**src/rtl/mux_arbiter_2x1_pkg.sv**
```systemverilog
// Shared types and defaults for the two-requester grant arbiter.
// The state encoding is fixed so that waveforms and any external decoders see stable codes.
package mux_arbiter_2x1_pkg;

    typedef enum logic [1:0] {
        IDLE  = 2'b00,
        GNT_A = 2'b01,
        GNT_B = 2'b10
    } arb_state_e;

    localparam int MAX_HOLD_DEFAULT = 15;
    localparam int HOLD_CNT_W       = 8;

endpackage

```
**src/rtl/mux_arbiter_2x1_if.sv**
```systemverilog
// Request/grant/data bundle between two requesters and the arbiter.
// The master modport is the requester side; the slave modport is the arbiter.
interface mux_arbiter_2x1_if #(
    parameter int WIDTH = 8
);
    logic             req_a;
    logic             req_b;
    logic             done_a;
    logic             done_b;
    logic [WIDTH-1:0] din_a;
    logic [WIDTH-1:0] din_b;
    logic             gnt_a;
    logic             gnt_b;
    logic             sel;
    logic [WIDTH-1:0] dout;
    logic             dout_valid;
    logic             busy;

    modport master (
        output req_a, req_b, done_a, done_b, din_a, din_b,
        input  gnt_a, gnt_b, sel, dout, dout_valid, busy
    );

    modport slave (
        input  req_a, req_b, done_a, done_b, din_a, din_b,
        output gnt_a, gnt_b, sel, dout, dout_valid, busy
    );
endinterface

```
**src/rtl/mux_arbiter_2x1_mux2_w.sv**
```systemverilog
// WIDTH-bit 2:1 data multiplexer; in1 is chosen when sel is high.
module mux2_w #(
    parameter int WIDTH = 8
) (
    input  logic             sel,
    input  logic [WIDTH-1:0] in0,
    input  logic [WIDTH-1:0] in1,
    output logic [WIDTH-1:0] out
);

    assign out = sel ? in1 : in0;

endmodule

```
**src/rtl/mux_arbiter_2x1.sv**
```systemverilog
// Two-requester arbiter with round-robin tie-break, bounded hold time and a registered data select.
// Grants, select and busy are all flops so downstream logic sees glitch-free control.
module mux_arbiter_2x1
    import mux_arbiter_2x1_pkg::*;
#(
    parameter int WIDTH    = 8,
    parameter int MAX_HOLD = MAX_HOLD_DEFAULT
) (
    input  logic                  clk,
    input  logic                  rst_n,
    mux_arbiter_2x1_if.slave      bus
);

    // MAX_HOLD is legal from 2 to 255, so the last hold value always fits the counter.
    localparam logic [HOLD_CNT_W-1:0] HOLD_LAST = HOLD_CNT_W'(MAX_HOLD - 1);

    arb_state_e            state_q, state_d;
    logic [HOLD_CNT_W-1:0] hold_cnt_q, hold_cnt_d;
    logic                  last_b_q, last_b_d;
    logic                  sel_q, sel_d;
    logic                  gnt_a_q, gnt_a_d;
    logic                  gnt_b_q, gnt_b_d;
    logic                  busy_q, busy_d;
    logic                  release_a;
    logic                  release_b;
    logic [HOLD_CNT_W-1:0] hold_next;

    assign release_a = !bus.req_a || bus.done_a || ((hold_cnt_q == HOLD_LAST) && bus.req_b);
    assign release_b = !bus.req_b || bus.done_b || ((hold_cnt_q == HOLD_LAST) && bus.req_a);
    assign hold_next = (hold_cnt_q == HOLD_LAST) ? hold_cnt_q : hold_cnt_q + 8'd1;

    always_comb begin
        state_d    = state_q;
        hold_cnt_d = hold_cnt_q;
        last_b_d   = last_b_q;
        sel_d      = sel_q;

        unique case (state_q)
            IDLE: begin
                if (bus.req_a && (!bus.req_b || last_b_q)) begin
                    state_d    = GNT_A;
                    hold_cnt_d = '0;
                    last_b_d   = 1'b0;
                    sel_d      = 1'b0;
                end else if (bus.req_b) begin
                    state_d    = GNT_B;
                    hold_cnt_d = '0;
                    last_b_d   = 1'b1;
                    sel_d      = 1'b1;
                end
            end
            GNT_A: begin
                if (!release_a) begin
                    hold_cnt_d = hold_next;
                end else if (bus.req_b) begin
                    state_d    = GNT_B;
                    hold_cnt_d = '0;
                    last_b_d   = 1'b1;
                    sel_d      = 1'b1;
                end else if (bus.req_a) begin
                    // Finished a burst with nobody else waiting: keep the grant, restart the hold window.
                    hold_cnt_d = '0;
                end else begin
                    state_d = IDLE;
                end
            end
            GNT_B: begin
                if (!release_b) begin
                    hold_cnt_d = hold_next;
                end else if (bus.req_a) begin
                    state_d    = GNT_A;
                    hold_cnt_d = '0;
                    last_b_d   = 1'b0;
                    sel_d      = 1'b0;
                end else if (bus.req_b) begin
                    hold_cnt_d = '0;
                end else begin
                    state_d = IDLE;
                end
            end
            default: begin
                state_d = IDLE;
            end
        endcase

        gnt_a_d = (state_d == GNT_A);
        gnt_b_d = (state_d == GNT_B);
        busy_d  = (state_d != IDLE);
    end

    always_ff @(posedge clk) begin
        if (!rst_n) begin
            state_q    <= IDLE;
            hold_cnt_q <= '0;
            last_b_q   <= 1'b1;
            sel_q      <= 1'b0;
            gnt_a_q    <= 1'b0;
            gnt_b_q    <= 1'b0;
            busy_q     <= 1'b0;
        end else begin
            state_q    <= state_d;
            hold_cnt_q <= hold_cnt_d;
            last_b_q   <= last_b_d;
            sel_q      <= sel_d;
            gnt_a_q    <= gnt_a_d;
            gnt_b_q    <= gnt_b_d;
            busy_q     <= busy_d;
        end
    end

    assign bus.gnt_a      = gnt_a_q;
    assign bus.gnt_b      = gnt_b_q;
    assign bus.sel        = sel_q;
    assign bus.busy       = busy_q;
    assign bus.dout_valid = (gnt_a_q & bus.req_a) | (gnt_b_q & bus.req_b);

    mux2_w #(
        .WIDTH (WIDTH)
    ) u_mux (
        .sel (sel_q),
        .in0 (bus.din_a),
        .in1 (bus.din_b),
        .out (bus.dout)
    );

endmodule

```
**src/flat_wrapper.sv**
```systemverilog
// flat-port wrapper written by rule: the top's interface ports become plain ports
module mux_arbiter_2x1_flat import mux_arbiter_2x1_pkg::*;
#(
    parameter int WIDTH    = 8,
    parameter int MAX_HOLD = MAX_HOLD_DEFAULT
)
  (clk, rst_n, bus_req_a, bus_req_b, bus_done_a, bus_done_b, bus_din_a, bus_din_b, bus_gnt_a, bus_gnt_b, bus_sel, bus_dout, bus_dout_valid, bus_busy);
  mux_arbiter_2x1_if #(.WIDTH(WIDTH)) bus_i ();
  input  logic clk;
  input  logic rst_n;
  input wire logic [$bits(bus_i.req_a)-1:0] bus_req_a;
  input wire logic [$bits(bus_i.req_b)-1:0] bus_req_b;
  input wire logic [$bits(bus_i.done_a)-1:0] bus_done_a;
  input wire logic [$bits(bus_i.done_b)-1:0] bus_done_b;
  input wire logic [$bits(bus_i.din_a)-1:0] bus_din_a;
  input wire logic [$bits(bus_i.din_b)-1:0] bus_din_b;
  output wire logic [$bits(bus_i.gnt_a)-1:0] bus_gnt_a;
  output wire logic [$bits(bus_i.gnt_b)-1:0] bus_gnt_b;
  output wire logic [$bits(bus_i.sel)-1:0] bus_sel;
  output wire logic [$bits(bus_i.dout)-1:0] bus_dout;
  output wire logic [$bits(bus_i.dout_valid)-1:0] bus_dout_valid;
  output wire logic [$bits(bus_i.busy)-1:0] bus_busy;
  assign bus_i.req_a = bus_req_a;
  assign bus_i.req_b = bus_req_b;
  assign bus_i.done_a = bus_done_a;
  assign bus_i.done_b = bus_done_b;
  assign bus_i.din_a = bus_din_a;
  assign bus_i.din_b = bus_din_b;
  assign bus_gnt_a = bus_i.gnt_a;
  assign bus_gnt_b = bus_i.gnt_b;
  assign bus_sel = bus_i.sel;
  assign bus_dout = bus_i.dout;
  assign bus_dout_valid = bus_i.dout_valid;
  assign bus_busy = bus_i.busy;
  mux_arbiter_2x1 #(.WIDTH(WIDTH), .MAX_HOLD(MAX_HOLD)) u_core (.clk(clk), .rst_n(rst_n), .bus(bus_i));
endmodule
```
**config.mk**
```make
export PLATFORM = sky130hd
export DESIGN_NAME = mux_arbiter_2x1_flat
export DESIGN_NICKNAME = d
export VERILOG_FILES = /design/src/rtl/mux_arbiter_2x1_pkg.sv /design/src/rtl/mux_arbiter_2x1_if.sv /design/src/rtl/mux_arbiter_2x1_mux2_w.sv /design/src/rtl/mux_arbiter_2x1.sv /design/src/flat_wrapper.sv
export SDC_FILE = /design/constraint.sdc
export NUM_CORES = 1
export LEC_CHECK = 0
export ABC_CLOCK_PERIOD_IN_PS = 3400
export CAP_MARGIN = 20
export CORE_MARGIN = 1
export CORE_UTILIZATION = 30
export CTS_BUF_LIST = sky130_fd_sc_hd__clkbuf_16
export CTS_CLUSTER_SIZE = 10
export DETAILED_ROUTE_END_ITERATION = 16
export SYNTH_ARGS = -nofsm -noshare
export SYNTH_HDL_FRONTEND = slang
export SYNTH_HIERARCHICAL = 1
export SYNTH_SLANG_ARGS = --single-unit
```
**constraint.sdc**
```tcl
create_clock -name clk -period 3.4 [get_ports clk]
set_input_delay 0.34 -clock clk [delete_from_list [all_inputs] [get_ports clk]]
set_output_delay 0.34 -clock clk [all_outputs]
set_load 0.03 [all_outputs]
```
**Word level (Yosys, flattened, before mapping)**

Index checks and enable logic that the tools add are counted.

- Register bits: 15
- Output and inout port bits: 13
- Logic and storage cells: 64

- Add/sub/neg operators: 1
- Equality and inequality tests: 9
- Multiplexer cells: 29
- Bitwise operators: 3
- Reduce and logical (&&, ||, !) cells: 15

Operators by type and width:

| kind | number |
|---|---|
| 8-bit 2-to-1 mux | 9 |
| 8-bit one-hot mux with 3 select lines | 1 |
| 2-bit 2-to-1 mux | 8 |
| 8-bit by 1-bit adder with 8-bit output, second input constant | 1 |
| 8-bit by 4-bit equality test with 1-bit output, second input constant | 1 |
| 1-bit 2-to-1 mux | 8 |
| 1-bit one-hot mux with 3 select lines | 2 |
| 2-bit one-hot mux with 3 select lines | 1 |
| 1-bit logical OR | 5 |
| 2-bit by 1-bit equality test with 1-bit output, second input constant | 2 |
| 2-bit equality test, second input constant | 2 |
| 2-bit by 1-bit inequality test with 1-bit output, second input constant | 2 |
| 4-bit inequality test, second input constant | 1 |
| 4-bit AND reduction | 1 |
| 1-bit logical AND | 3 |
| 3-bit nonzero test | 1 |
| 1-bit bitwise AND | 2 |
| 1-bit logical NOT | 2 |
| 2-bit logical NOT | 1 |
| 2-bit inequality test, second input constant | 1 |
| 2-bit AND reduction | 1 |
| 2-bit nonzero test | 1 |
| 1-bit bitwise OR | 1 |

**Depth between registers and ports, before layout**

- Depth after elaboration: 6
- Depth in mapped cells: 8

**Hierarchy**

The synthesis kept the hierarchy.

Modules (own cells, without submodules):

| module | times used | cells each | area an instance (sq um) |
|---|---|---|---|
| mux_arbiter_2x1 | 1 | 120 | 997.2 |
| mux2_w | 1 | 9 | 131.4 |

**Worst setup path before layout**

Ideal clock, no wire load.

- Kind: reg-to-reg
- Start point: register u_core.state_q[0]
- End point: register u_core.hold_cnt_q[4]
- Library setup time: 0.091 ns
- Arrival time: 1.770 ns
- Data required time: 3.309 ns
- Path slack: 1.539 ns
- Cell stages (with the launch flop): 9
- Cells stage by stage: dfxtp_1 > inv_1 > ha_1 > nand3b_1 > a2bb2oi_2 > and3_2 > clkbuf_1 > a31oi_1 > a311oi_1

- Cells in the longest elaborated chain, start to end: 3

RTL lines:

| item | RTL line | RTL |
|---|---|---|
| start: declaration | mux_arbiter_2x1.sv:17 | `arb_state_e state_q, state_d;` |
| start signal: assignment | mux_arbiter_2x1.sv:101 | `state_q <= state_d;` |
| 2-bit by 1-bit equality test with 1-bit output, or another cell as far along | mux_arbiter_2x1.sv:38 | `unique case (state_q)` |
| 4-bit inequality test (no line) / 3-bit nonzero test (equally long branches) | -- |  |
| 2-bit AND reduction (no line) | -- |  |
| end signal: assignment | mux_arbiter_2x1.sv:102 | `hold_cnt_q <= hold_cnt_d;` |
| end: declaration | mux_arbiter_2x1.sv:18 | `logic [HOLD_CNT_W-1:0] hold_cnt_q, hold_cnt_d;` |

Parallel ways exist; a longest one is shown, timed or not.
A chain may end at the register's enable or synchronous reset.

**Final worst setup path**

- Start point: input bus_req_a
- End point: output bus_dout_valid

- Cells in the longest elaborated chain, start to end: 2

RTL lines:

| item | RTL line | RTL |
|---|---|---|
| start: declaration | flat_wrapper.sv:11 | `input wire logic [$bits(bus_i.req_a)-1:0] bus_req_a;` |
| 1-bit bitwise AND | mux_arbiter_2x1.sv:115 | `assign bus.dout_valid = (gnt_a_q & bus.req_a) \| (gnt_b_q & bus.req_b);` |
| 1-bit bitwise OR | mux_arbiter_2x1.sv:115 |  |
| end: declaration | flat_wrapper.sv:21 | `output wire logic [$bits(bus_i.dout_valid)-1:0] bus_dout_valid;` |

Every way passes these cells.

==> metrics.yaml <==
grt:
  globalRoute.busiestLayer: "met2"
  antenna_found_initial: 0
  grtUsageMet1: 0.164
  grt_pass1_vias: 963
  track_usage: 0.135
  use_met2: 0.235
  grt_pass1_wl_um: 4320
  met3_usage: 0.0489
  overflow: 0
  grt_max_degree: 14
clock_tree:
  clockRootBuffer: "clkbuf_16"
  cts_buffers: 3
  ctsHoldBuffers: 0
  post-cts-setup-buffers: 0
  cts_resized: 0
  clock-sinks: 15
  clk_latency_ps: 240
  cts_tree: "yes"
  path_clk_slew_ps: 50
  clock_path_buffers: 2
  cts_max_level: 1
critical_path:
  crit_type: "input pin to output pin"
  critPathLaunch: "bus_req_a"
  worst_setup_path_start_kind: "input pin"
  critPathRequiredTime_ps: 3060
  critPathMaxFanout: 13
  r2r_start: "u_core/state_q[1]"
  arrival_ps: 1940
  endpoint_kind: "output pin"
die:
  coreArea_um2: 3470
  dieArea_um2: 4010
  io_pins: 35
  rows: 21
  die_w_um: 63.3
  die_y_um: 63.3
  start_util: 0.325
finish:
  num_antenna_cells: 0
  drive_gt1_frac: 0.111
  area_growth_pct: 38.7
  nets: 191
  fillCellCount: 346
yosys:
  synth_area_per_cell_um2: 8.75
  synthArstFlopShare: 0
  synth_ff_type: "dfxtp_1"
  syn-num-nets: 157
  ys_types: 41
  yosysWarnings: 6
  netlist_area_um2: 1130
  synth_edf_count: 0
  ys_seq_area_frac: 0.266
  ys_seq_elements: 15
  synthCells: 129
job:
  cap_violations: 0
pwr:
  power_mw: 0.720
  powerDensity_nw_per_um2: 460
  irDropWorstVdd_mv: 0.253
  p_leak_nw: 0.587
timing:
  relSlewSlack: 0.617
  fmaxAchievable_ghz: 0.439
  period_needed_ps: 2280
  hold_violations: 0
  slew_viol_final: 0
  worst_pin_slew_ps: 574
  fin_ws_ps: 1120
  finalSetupViolations: 0
  clock_skew_ps: 1.03
  rsz0062_at_grt: "false"
  fin_setup_tns_ps: 0
  fin_crit_sh: 0.670
drt:
  ant_nets: 0
  viasPerCell: 5.34
  drtPass1Iterations: 4
  wl_um: 2750
  wl_per_cell_um: 13.2
  vias: 1110
  remaining_drc_errors: 0
  drtIter0Drc: 57
placement:
  numPortBuffers: 34
  place_hpwl_um: 2170
  gp_congestion: 0.784
  post-place-ws_ps: 932
worst_hold_path:
  min_from: "u_core/hold_cnt_q[6]"
  hold_path_class: "flip-flop to flip-flop"
run_status:
  status: "finished, final reports clean"
-- cell families (layout without fill, tap and decap cells) --
kind of cell / count (synthesis) / after routing / share of synthesized area
buffers and inverters: 15 / 48 / 0.0698
adders and majority gates: 6 / 6 / 0.0665
and+or+nand+nor: 44 / 44 / 0.218
muxes: 8 / 8 / 0.106
AOI/OAI and AO/OA: 41 / 41 / 0.273
DFF: 15 / 15 / 0.266
-- stage by stage --
stage,std cells,util,hold WS [ps],cell area [um^2]
floorplan,129,-,457,1130
global placement,204,0.428,502,1490
detailed placement,204,0.428,513,1490
CTS,208,0.451,523,1570
global route,208,0.451,542,1570
finish,208,0.451,525,1570
-- power by group --
| part | internal, mW | switching, mW | total, mW |
|---|---|---|---|
| Sequential | 0.194 | 0.0226 | 0.216 |
| Combinational | 0.137 | 0.140 | 0.277 |
| Clock | 0.157 | 0.0703 | 0.227 |
| Total | 0.488 | 0.233 | 0.720 |
-- flip-flops by register name, indices dropped and copies added (netlist names) --
register,flops
u_core/bus.sel,1
u_core/state_q,2
u_core/bus.busy,1
u_core/bus.gnt_b,1
u_core/last_b_q,1
u_core/hold_cnt_q,8
u_core/bus.gnt_a,1
-- synth_stat cells, types with 5 or more instances --
library cell / n / share of area
ha_1: 6 / 0.067
nand2b_1: 5 / 0.028
nor2_1: 8 / 0.027
inv_1: 10 / 0.033
a21oi_1: 9 / 0.040
mux2_4: 8 / 0.11
dfxtp_1: 15 / 0.27
o21ai_0: 7 / 0.031
nand2_1: 9 / 0.030
-- routing by layer --
metal | vias to the layer above | part of all wire
met4 | 0 | 0
li1 | 552 | -
met3 | 0 | 0.041
met2 | 27 | 0.50
met1 | 531 | 0.46
met5 | - | 0
-- layout by cell type (no fill, tap or decap), types with 5 or more instances in the layout --
master	n
clkdlybuf4s50_1	34
dfxtp_1	15
inv_1	10
a21oi_1	9
nand2_1	9
nor2_1	8
mux2_4	8
o21ai_0	7
ha_1	6
nand2b_1	5
-- final timing paths --
check,end,slack [ps],depth (start not counted)
worst min register to register,u_core/hold_cnt_q[6],520,1
worst max-delay path,bus_dout_valid,1120,3
worst max register to register,u_core/hold_cnt_q[2],1140,7
worst min-delay path,u_core/hold_cnt_q[6],520,1
-- area by class of cell --
type | instances | area (um^2) | area share
timing repair buffer | 34 | 340 | 0.217
tap | 46 | 57.6 | 0.0368
sequential | 15 | 300 | 0.192
multi-input combinational | 99 | 749 | 0.479
clock buffer | 3 | 75.1 | 0.0480
inverter | 10 | 37.5 | 0.0240
clock inverter | 1 | 5.00 | 0.00320
-- critical path, stage by stage --
cell,delay [ps]
clkdlybuf4s50_1,710
a22o_1,210
clkdlybuf4s50_1,670
No activity file was read; power rests on OpenSTA's default activity.
